`config.mk`:
```
export PLATFORM = sky130hd
export DESIGN_NAME = mem_test_sequencer_flat
export DESIGN_NICKNAME = d
export VERILOG_FILES = /design/src/rtl/mem_test_seq_pkg.sv /design/src/rtl/mem_test_sequencer_if.sv /design/src/rtl/mem_test_seq_perf.sv /design/src/rtl/mem_test_sequencer.sv /design/src/flat_wrapper.sv
export SDC_FILE = /design/constraint.sdc
export NUM_CORES = 1
export LEC_CHECK = 0
export ABC_AREA = 1
export ABC_CLOCK_PERIOD_IN_PS = 22900
export BUFFER_PORTS_ARGS = -buffer_cell sky130_fd_sc_hd__buf_2
export CAP_MARGIN = 20
export CELL_PAD_IN_SITES_DETAIL_PLACEMENT = 0
export CELL_PAD_IN_SITES_GLOBAL_PLACEMENT = 1
export CORE_UTILIZATION = 30
export CTS_BUF_LIST = sky130_fd_sc_hd__clkbuf_4
export DETAILED_ROUTE_END_ITERATION = 6
export PLACE_DENSITY_LB_ADDON = 0.1
export SYNTH_ARGS = -nofsm -noshare
export SYNTH_HDL_FRONTEND = slang
export SYNTH_SLANG_ARGS = --single-unit
```
`constraint.sdc`:
```
create_clock -name ap_clk -period 22.9 [get_ports ap_clk]
set_input_delay 2.29 -clock ap_clk [delete_from_list [all_inputs] [get_ports ap_clk]]
set_output_delay 2.29 -clock ap_clk [all_outputs]
set_load 0.01 [all_outputs]
```
`src/rtl/mem_test_seq_pkg.sv`:
```
// Shared types and helpers for the memory-test sequencer.
// The perf counters are built only when MEM_TEST_SEQ_PERF_CNT_EN is defined.
package mem_test_seq_pkg;

  localparam int MTS_ADDR_W = 64;
  localparam int MTS_CNT_W  = 32;

  typedef enum logic [2:0] {
    MTS_IDLE,
    MTS_LOAD,
    MTS_ISSUE,
    MTS_WAIT,
    MTS_NEXT,
    MTS_DONE
  } mts_state_e;

  // Region geometry latched at LOAD. Base and iteration count are kept
  // separately because their widths are parameters of the top.
  typedef struct packed {
    logic [31:0] region_bytes;
    logic [31:0] stride;
    logic [31:0] write_delta;
  } mts_cfg_t;

  // (a + b) mod region. Both operands are already below region, so a
  // single conditional subtract suffices.
  function automatic logic [31:0] wrap_add(input logic [31:0] a,
                                           input logic [31:0] b,
                                           input logic [31:0] region);
    logic [32:0] s;
    s = {1'b0, a} + {1'b0, b};
    if (s >= {1'b0, region}) s = s - {1'b0, region};
    return s[31:0];
  endfunction

endpackage

```
`src/rtl/mem_test_sequencer_if.sv`:
```
// Start/done/offset handshake between the sequencer and one AXI test engine.
interface mem_test_sequencer_if #(
  parameter int C_ADDR_WIDTH = 64
) ();
  logic                    eng_start;
  logic                    eng_done;
  logic [C_ADDR_WIDTH-1:0] eng_rd_offset;
  logic [C_ADDR_WIDTH-1:0] eng_wr_offset;

  modport master (output eng_start, eng_rd_offset, eng_wr_offset, input eng_done);
  modport slave  (input eng_start, eng_rd_offset, eng_wr_offset, output eng_done);
endinterface

```
`src/rtl/mem_test_seq_perf.sv`:
```
// Saturating run-length and worst-iteration latency counters for the sequencer.
// Instantiated only when MEM_TEST_SEQ_PERF_CNT_EN is defined.
module mem_test_seq_perf #(
  parameter int C_CNT_WIDTH = 32
) (
  input  logic                   ap_clk,
  input  logic                   areset,
  input  logic                   clr,
  input  logic                   run_active,
  input  logic                   iter_start,
  input  logic                   iter_wait,
  input  logic                   iter_end,
  output logic [63:0]            total_cycles,
  output logic [C_CNT_WIDTH-1:0] max_iter_cycles
);

  logic [C_CNT_WIDTH-1:0] iter_cycles;

  function automatic logic [63:0] sat_inc_run(input logic [63:0] v);
    return (&v) ? v : v + 64'd1;
  endfunction

  function automatic logic [C_CNT_WIDTH-1:0] sat_inc_iter(input logic [C_CNT_WIDTH-1:0] v);
    return (&v) ? v : v + C_CNT_WIDTH'(1);
  endfunction

  always_ff @(posedge ap_clk) begin
    if (areset) begin
      total_cycles    <= '0;
      max_iter_cycles <= '0;
    end else if (clr) begin
      total_cycles    <= '0;
      max_iter_cycles <= '0;
    end else begin
      if (run_active) total_cycles <= sat_inc_run(total_cycles);
      if (iter_end && (iter_cycles > max_iter_cycles)) max_iter_cycles <= iter_cycles;
    end
  end

  // ISSUE counts as the first cycle; every WAIT cycle, including the done cycle, adds one.
  always_ff @(posedge ap_clk) begin
    if (iter_start)     iter_cycles <= C_CNT_WIDTH'(1);
    else if (iter_wait) iter_cycles <= sat_inc_iter(iter_cycles);
  end

endmodule

```
`src/rtl/mem_test_sequencer.sv`:
```
// Drives one AXI test engine through a series of iterations whose offsets walk a
// wrapping region. Optional perf counters: define MEM_TEST_SEQ_PERF_CNT_EN.
module mem_test_sequencer
  import mem_test_seq_pkg::*;
#(
  parameter int C_ADDR_WIDTH = MTS_ADDR_W,
  parameter int C_CNT_WIDTH  = MTS_CNT_W
) (
  input  logic                    ap_clk,
  input  logic                    areset,
  input  logic                    ap_start,
  output logic                    ap_idle,
  output logic                    ap_done,
  input  logic                    abort,
  input  logic [C_ADDR_WIDTH-1:0] cfg_base_addr,
  input  logic [31:0]             cfg_region_bytes,
  input  logic [31:0]             cfg_stride,
  input  logic [31:0]             cfg_write_delta,
  input  logic [C_CNT_WIDTH-1:0]  cfg_num_iters,
  mem_test_sequencer_if.master    eng,
  output logic [C_CNT_WIDTH-1:0]  iter_count,
  output logic                    cfg_err
`ifdef MEM_TEST_SEQ_PERF_CNT_EN
  ,
  output logic [63:0]             total_cycles,
  output logic [C_CNT_WIDTH-1:0]  max_iter_cycles
`endif
);

  mts_state_e              state, state_nxt;
  mts_cfg_t                cfg_q;
  logic [C_ADDR_WIDTH-1:0] base_q;
  logic [C_CNT_WIDTH-1:0]  num_iters_q;
  logic [31:0]             cursor;
  logic [31:0]             cur_adv;
  logic [31:0]             wr_rel_adv;
  logic [C_CNT_WIDTH-1:0]  iter_inc;
  logic                    abort_q;
  logic                    start_acc;
  logic                    cfg_bad;

  assign start_acc  = (state == MTS_IDLE) && ap_start;
  assign cfg_bad    = (cfg_region_bytes == 32'd0) || (cfg_stride >= cfg_region_bytes) ||
                      (cfg_write_delta >= cfg_region_bytes);
  assign iter_inc   = iter_count + C_CNT_WIDTH'(1);
  assign cur_adv    = wrap_add(cursor, cfg_q.stride, cfg_q.region_bytes);
  assign wr_rel_adv = wrap_add(cur_adv, cfg_q.write_delta, cfg_q.region_bytes);

  always_ff @(posedge ap_clk) begin
    if (areset) state <= MTS_IDLE;
    else        state <= state_nxt;
  end

  always_comb begin
    state_nxt = state;
    unique case (state)
      MTS_IDLE:  if (ap_start) state_nxt = MTS_LOAD;
      MTS_LOAD:  state_nxt = (cfg_bad || (cfg_num_iters == '0)) ? MTS_DONE : MTS_ISSUE;
      MTS_ISSUE: state_nxt = MTS_WAIT;
      MTS_WAIT:  if (eng.eng_done) state_nxt = MTS_NEXT;
      MTS_NEXT:  state_nxt = ((iter_inc == num_iters_q) || abort_q) ? MTS_DONE : MTS_ISSUE;
      MTS_DONE:  state_nxt = MTS_IDLE;
      default:   state_nxt = MTS_IDLE;
    endcase
  end

  always_comb begin
    ap_idle       = (state == MTS_IDLE);
    ap_done       = (state == MTS_DONE);
    eng.eng_start = (state == MTS_ISSUE);
  end

  // Results stay readable in IDLE and are cleared only when a new run is accepted.
  always_ff @(posedge ap_clk) begin
    if (areset) begin
      iter_count        <= '0;
      cfg_err           <= 1'b0;
      abort_q           <= 1'b0;
      eng.eng_rd_offset <= '0;
      eng.eng_wr_offset <= '0;
    end else begin
      unique case (state)
        MTS_IDLE: if (start_acc) begin
          iter_count <= '0;
          cfg_err    <= 1'b0;
        end
        MTS_LOAD: begin
          cfg_err           <= cfg_bad;
          eng.eng_rd_offset <= cfg_base_addr;
          eng.eng_wr_offset <= cfg_base_addr +
                               C_ADDR_WIDTH'(wrap_add(32'd0, cfg_write_delta, cfg_region_bytes));
        end
        MTS_ISSUE, MTS_WAIT: if (abort) abort_q <= 1'b1;
        MTS_NEXT: begin
          iter_count        <= iter_inc;
          eng.eng_rd_offset <= base_q + C_ADDR_WIDTH'(cur_adv);
          eng.eng_wr_offset <= base_q + C_ADDR_WIDTH'(wr_rel_adv);
        end
        MTS_DONE: abort_q <= 1'b0;
        default: ;
      endcase
    end
  end

  always_ff @(posedge ap_clk) begin
    if (start_acc) cursor <= 32'd0;
    else if (state == MTS_NEXT) cursor <= cur_adv;
    if (state == MTS_LOAD) begin
      cfg_q.region_bytes <= cfg_region_bytes;
      cfg_q.stride       <= cfg_stride;
      cfg_q.write_delta  <= cfg_write_delta;
      base_q             <= cfg_base_addr;
      num_iters_q        <= cfg_num_iters;
    end
  end

`ifdef MEM_TEST_SEQ_PERF_CNT_EN
  mem_test_seq_perf #(.C_CNT_WIDTH(C_CNT_WIDTH)) u_perf (
    .ap_clk          (ap_clk),
    .areset          (areset),
    .clr             (start_acc),
    .run_active      (state != MTS_IDLE),
    .iter_start      (state == MTS_ISSUE),
    .iter_wait       (state == MTS_WAIT),
    .iter_end        (state == MTS_NEXT),
    .total_cycles    (total_cycles),
    .max_iter_cycles (max_iter_cycles)
  );
`endif

endmodule

```
`src/flat_wrapper.sv`:
```
// flat-port wrapper written by rule: the top's interface ports become plain ports
module mem_test_sequencer_flat import mem_test_seq_pkg::*;
#(
  parameter int C_ADDR_WIDTH = MTS_ADDR_W,
  parameter int C_CNT_WIDTH  = MTS_CNT_W
)
  (ap_clk, areset, ap_start, ap_idle, ap_done, abort, cfg_base_addr, cfg_region_bytes, cfg_stride, cfg_write_delta, cfg_num_iters, iter_count, cfg_err, eng_eng_start, eng_eng_rd_offset, eng_eng_wr_offset, eng_eng_done);
  mem_test_sequencer_if #(.C_ADDR_WIDTH(C_ADDR_WIDTH)) eng_i ();
  input  logic ap_clk;
  input  logic areset;
  input  logic ap_start;
  output logic ap_idle;
  output logic ap_done;
  input  logic abort;
  input  logic [C_ADDR_WIDTH-1:0] cfg_base_addr;
  input  logic [31:0] cfg_region_bytes;
  input  logic [31:0] cfg_stride;
  input  logic [31:0] cfg_write_delta;
  input  logic [C_CNT_WIDTH-1:0] cfg_num_iters;
  output logic [C_CNT_WIDTH-1:0] iter_count;
  output logic cfg_err;
  output wire logic [$bits(eng_i.eng_start)-1:0] eng_eng_start;
  output wire logic [$bits(eng_i.eng_rd_offset)-1:0] eng_eng_rd_offset;
  output wire logic [$bits(eng_i.eng_wr_offset)-1:0] eng_eng_wr_offset;
  input wire logic [$bits(eng_i.eng_done)-1:0] eng_eng_done;
  assign eng_eng_start = eng_i.eng_start;
  assign eng_eng_rd_offset = eng_i.eng_rd_offset;
  assign eng_eng_wr_offset = eng_i.eng_wr_offset;
  assign eng_i.eng_done = eng_eng_done;
  mem_test_sequencer #(.C_ADDR_WIDTH(C_ADDR_WIDTH), .C_CNT_WIDTH(C_CNT_WIDTH)) u_core (.ap_clk(ap_clk), .areset(areset), .ap_start(ap_start), .ap_idle(ap_idle), .ap_done(ap_done), .abort(abort), .cfg_base_addr(cfg_base_addr), .cfg_region_bytes(cfg_region_bytes), .cfg_stride(cfg_stride), .cfg_write_delta(cfg_write_delta), .cfg_num_iters(cfg_num_iters), .eng(eng_i), .iter_count(iter_count), .cfg_err(cfg_err));
endmodule
```
# Yosys cells after proc, flatten, opt, wreduce, memory -nomap -nowiden
# Cells that the tools add are included.
# word_totals
reg_bits	389
latch_bits	0
ram_bits	0
rom_bits	0
inputBits	197
output_inout_bits	164
wordCells	71
n_memories	0
# op_classes
add_sub_neg	9
n_mul	0
div_mod_pow	0
order_cmp	5
n_eq_ne	10
shifts	0
n_mux	18
bitwise	0
n_reduce_logical	17
# ops
op	n
64-bit case mux with 2 select lines	2
64-bit by 32-bit adder with 64-bit output	3
32-bit two-way mux	6
32-bit >= comparator	3
32-bit subtractor	3
32-bit by 32-bit adder with 33-bit output	2
33-bit by 32-bit >= comparator with 1-bit output	2
32-bit zero test	2
32-bit case mux with 2 select lines	1
32-bit by 1-bit adder with 32-bit output, second input constant	1
32-bit equality test	1
3-bit case mux with 5 select lines	1
3-bit two-way mux	4
2-bit AND reduction	4
2-bit nonzero test	4
3-bit by 2-bit equality test with 1-bit output, second input constant	2
3-bit equality test, second input constant	2
2-bit inequality test, second input constant	3
1-bit logical OR	4
1-bit case mux with 2 select lines	2
3-bit by 1-bit equality test with 1-bit output, second input constant	1
3-bit zero test	1
1-bit two-way mux	2
2-bit by 1-bit inequality test with 1-bit output, second input constant	1
other kinds (2)	2

# Logic depth before layout (Yosys ltp)
# logic_depth
ltp_word	8
depth_mapped	75
depth_no_buf	72

# Worst setup path after synthesis
# Ideal clock, no wire load.
# synth_path
path_type	register to register
from	reg u_core.cursor[0]
to	reg u_core.eng.eng_wr_offset[40]
setup_ns	0.117
arrival_ns	8.836
t_required_ns	22.783
path_slack_ns	13.947
stages_incl_launch_ff	70
path_buffers	3
period_less_slack_ns	8.953
cell_sequence	dfxtp_1 ha_1 inv_1 fa_1 nand3b_1 nand2_2 a21oi_4 o21bai_2 nand3_2 nand2_2 a21oi_1 xor2_1 inv_1 ha_1 nand2_1 inv_1 nand2_1 nor2_1 (+34 left out) buf_6 nand2_1 o21ai_1 ha_1 inv_1 fa_1 nand3b_1 nand2_1 nand2_1 nand3b_1 nand2_1 nand2_1 a21boi_0 o21ai_1 nand2_1 xor2_1 a21oi_1 nor2_1
# synth_between
elab_chain_len	8
elab_cells_between_ends	10
classes_between	add/sub: 5; order compare: 2; mux: 3
# synth_lines
element	line_no	text
from (decl)	mem_test_sequencer.sv:34	logic [31:0] cursor;
from (signal assigned)	mem_test_sequencer.sv:107	else if (state == MTS_NEXT) cursor <= cur_adv;
32-bit by 32-bit adder with 33-bit output (*)	mem_test_seq_pkg.sv:31	s = {1'b0, a} + {1'b0, b};
32-bit subtractor / 33-bit by 32-bit >= comparator with 1-bit output (equally long branches)	mem_test_seq_pkg.sv:32	if (s >= {1'b0, region}) s = s - {1'b0, region};
32-bit two-way mux (*)	mem_test_seq_pkg.sv:32	
net u_core.cur_adv[0]	mem_test_sequencer.sv:35	logic [31:0] cur_adv;
32-bit by 32-bit adder with 33-bit output (*)	mem_test_seq_pkg.sv:31	
32-bit subtractor / 33-bit by 32-bit >= comparator with 1-bit output (equally long branches)	mem_test_seq_pkg.sv:32	
32-bit two-way mux (*)	mem_test_seq_pkg.sv:32	
64-bit by 32-bit adder with 64-bit output (*)	mem_test_sequencer.sv:97	eng.eng_wr_offset <= base_q + C_ADDR_WIDTH'(wr_rel_adv);
64-bit case mux with 2 select lines (*)	mem_test_sequencer.sv:82	unique case (state)
to (signal assigned)	mem_test_sequencer.sv:90	eng.eng_wr_offset <= cfg_base_addr +
to (signal assigned)	mem_test_sequencer.sv:97	
to (decl)	mem_test_sequencer_if.sv:10	modport master (output eng_start, eng_rd_offset, eng_wr_offset, input eng_done);
# Mark *: on every way through the listed nets, which the timed path passes. The rest lies on a longest branch.
# A chain may end at the register's enable or synchronous reset.

# Worst setup path after layout
# layout_path
from	reg u_core.cfg_q[44] (netlist bit)
to	reg u_core.eng.eng_wr_offset[56]
# layout_between
elab_chain_len	8
elab_cells_between_ends	10
classes_between	add/sub: 5; order compare: 2; mux: 3
# layout_lines
element	line_no	text
from (decl)	mem_test_sequencer.sv:31	mts_cfg_t cfg_q;
32-bit by 32-bit adder with 33-bit output (*)	mem_test_seq_pkg.sv:31	
33-bit by 32-bit >= comparator with 1-bit output (*)	mem_test_seq_pkg.sv:32	
32-bit two-way mux (*)	mem_test_seq_pkg.sv:32	
net u_core.cur_adv[1]	mem_test_sequencer.sv:35	
32-bit by 32-bit adder with 33-bit output (*)	mem_test_seq_pkg.sv:31	
32-bit subtractor / 33-bit by 32-bit >= comparator with 1-bit output (equally long branches)	mem_test_seq_pkg.sv:32	
32-bit two-way mux (*)	mem_test_seq_pkg.sv:32	
64-bit by 32-bit adder with 64-bit output (*)	mem_test_sequencer.sv:97	
64-bit case mux with 2 select lines (*)	mem_test_sequencer.sv:82	
# Marks and branches as above.

==> key figures <==
Outcome
  – Status: complete, no violations

Place
  – Routability cong.: 1.00
  – Port bufs: 360
  – HPWL after DPL: 155000 um

Die
  – Rows: 125
  – Core area: 117000 um^2
  – Starting density of the core: 0.304
  – Io pins: 361
  – Die area: 119000 um^2
  – Die width: 346 um
  – Die Ht: 346 um

Logic synthesis
  – Top post-synthesis cells by area: edfxtp_1 16%, nand2_1 14%, dfxtp_1 11%
  – Simple-Gate Fraction of Synth Area: 0.303
  – Largest area contributor in the netlist: edfxtp_1
  – Synth Area in Compound Gates: 0.182
  – Synth Flop Type: dfxtp_1
  – Netlist cell types: 63
  – Post-synth top area share: 0.163
  – Multiplexer area fraction after synthesis: 0
  – Number of flops mapped to enable cells by yosys: 192
  – Commonest cells post-synth: 1324 x nand2_1, 693 x inv_1, 556 x nor2_1
  – Mapped Area: 35400 um^2
  – Yosys warnings: 0
  – Synth Register Bits: 389
  – Synthesized Nets: 5878
  – Leading cell type by number of instances after synthesis: nand2_1
  – Largest family of logic cells by synthesized area: simple AND/OR/NAND/NOR gates
  – Syn Inst Count: 5383
  – FFs w/ async S/R, synth: 0
  – Post-Synth XOR/XNOR Area: 0.0476
  – Post-synthesis adder-cell area fraction: 0.107
  – Avg Cell Area, Syn: 6.58 um^2
  – Register area share after synthesis: 0.274

STA
  – Slew @ Worst Pin: 1.16 ns
  – RSZ-0062 raised after global routing: no
  – Tcrit/Tclk final: 0.549
  – Total Neg Setup Slack: 0 ns
  – Final hold violation count: 0
  – F_max: 79.6 MHz
  – Setup Skew: 0.0839 ns
  – Slew HR: 0.215
  – Fin crit period: 12.57 ns
  – Endpoints failing setup: 0
  – Final Max Tran Viols: 0

Clock tree
  – Post-CTS Hold Buffers: 0
  – Htree depth: 4
  – Worst-path clk slew: 0.07 ns
  – Max Root-Sink Buffers: 3
  – Clock root buffer: clkbuf_4
  – Num CTS Buffers: 130
  – Cts repair resizes: 0
  – Clk Latency, worst-skew pair: 1.14 ns
  – CTS tree: done
  – Buffers inserted by post-CTS timing repair: 0
  – Clock Sinks: 389

Worst setup path
  – Crit-path max FO: 49
  – Largest stage delay on the critical path: 0.80 ns
  – CP required: 23.96 ns
  – CP max stage cell: o21ai_0
  – Crit start category: register
  – CP Data Arrival Time: 13.63 ns
  – Cell mode on critical path: nand2_1
  – CP endpoint kind: register
  – R2R depth: 57
  – Crit path kind: register to register

Layout
  – Layout cell share with drive strength beyond 1: 0.121
  – NumNets Final: 6289
  – Area delta synth->final: 15.1%

Detailed routing
  – DR iter-0 viols: 3717
  – Detail Route Antenna Nets: 0
  – Drt first pass iters: 6
  – Vias/cell: 5.23
  – WL/cell: 25.0 um
  – Detailed-route DRC error count: 0
  – Routed wire length: 186000 um
  – Vias: 38900

GRT
  – First-pass GRT wire length: 263000 um
  – Largest net degree at the start of global routing: 126
  – Met1 Use GR: 0.440
  – Global route overflow: 0
  – Initial antenna violation count: 12
  – Vias in the first global route: 37400
  – GRT Max-Usage Layer: met2
  – Total track usage: 0.304
  – Met3 usage: 0.0608
  – Met2 usage: 0.456

Min path
  – Worst Hold Class: register to register
  – Hold path cells: 2

Job
  – Max cap viols: 0
state kept, by name, summed over array words and instances (netlist names):
signal,count
u_core.cursor,32
u_core.base_q,64
u_core.num_iters_q,32
u_core.eng.eng_rd_offset,64
u_core.cfg_q,96
u_core.iter_count,32
u_core.state,3
u_core.abort_q,1
u_core.cfg_err,1
u_core.eng.eng_wr_offset,64
stage by stage:
stage          cells  area, um^2  setup WS (ns)   util  hold slack [ns]
4_1_cts         7422       40700          10.48  0.349            0.457
3_3_place_gp    7184       38900          10.39  0.333            0.445
2_1_floorplan   5383       35400          13.95      -            0.432
5_1_grt         7430       40800           9.33  0.349            0.468
6_report        7432       40800          10.33  0.349            0.455
3_5_place_dp    7184       38900          10.51  0.333            0.446
cells by family after synthesis:
kind of cell / count (synthesis)
AO/OA/AOI/OAI: 1175
XOR/XNOR: 189
adder cells (fa/ha/maj): 298
buffers and inverters: 802
flip-flops: 389
AND/OR/NAND/NOR: 2530
worst max-delay path: cells and delay by family, from the launching register on:
family          cells  cell delay, ns
buf+inv             6            1.12
xor+xnor            2            1.09
compound gates     16            3.61
fa+ha+maj           6            2.27
flops               1            0.39
simple gates       27            3.97
cell type report:
cell class	count	area [um^2]
tap	1524	1910
timing repair buffer	383	1990
antenna	8	20.0
clock buffer	206	1550
clock inverter	32	304
fill	13100	75900
sequential	389	9710
inverter	698	2630
multi-input combinational	4192	22700
layout by cell type, fill, tap and decap left out, drive strengths merged, types with 8 or more instances in the layout:
cell type	netlist	routed
clkinv	0	22
a21oi	518	518
nor4	43	43
nor2	572	572
xor2	105	105
buf	26	381
o21a	20	20
and2	15	15
a21boi	20	20
or2	34	34
clkbuf	77	208
nand4	60	60
dfxtp	197	197
xnor2	82	82
ha	290	290
inv	698	698
a31oi	54	54
a21o	40	40
nand3	354	354
o211ai	17	17
diode	0	8
nor3	74	74
nand3b	20	20
edfxtp	192	192
o21ai	452	452
nand2	1356	1356
o21bai	25	25
fa	8	8
path summary, 6_finish.rpt:
kind	startpoint	to	slack, ns
max	u_core.cfg_q[44]$_DFFE_PP_	u_core.eng.eng_wr_offset[56]$_SDFFE_PP0P_	10.33
min	u_core.cursor[14]$_SDFFE_PP0P_	u_core.cursor[14]$_SDFFE_PP0P_	0.46
max reg2reg	u_core.cfg_q[44]$_DFFE_PP_	u_core.eng.eng_wr_offset[56]$_SDFFE_PP0P_	10.33
min reg2reg	u_core.cursor[14]$_SDFFE_PP0P_	u_core.cursor[14]$_SDFFE_PP0P_	0.46
metal layers:
metal	vias to the layer above	wire length, um
li1	18900	-
met1	18400	88300
met2	1399	78500
met3	163	15400
met4	0	3480
met5	-	0
Power is left out: the tool's default activity adds up to more than one toggle a clock period on the data nets, which glitch-free logic cannot reach.
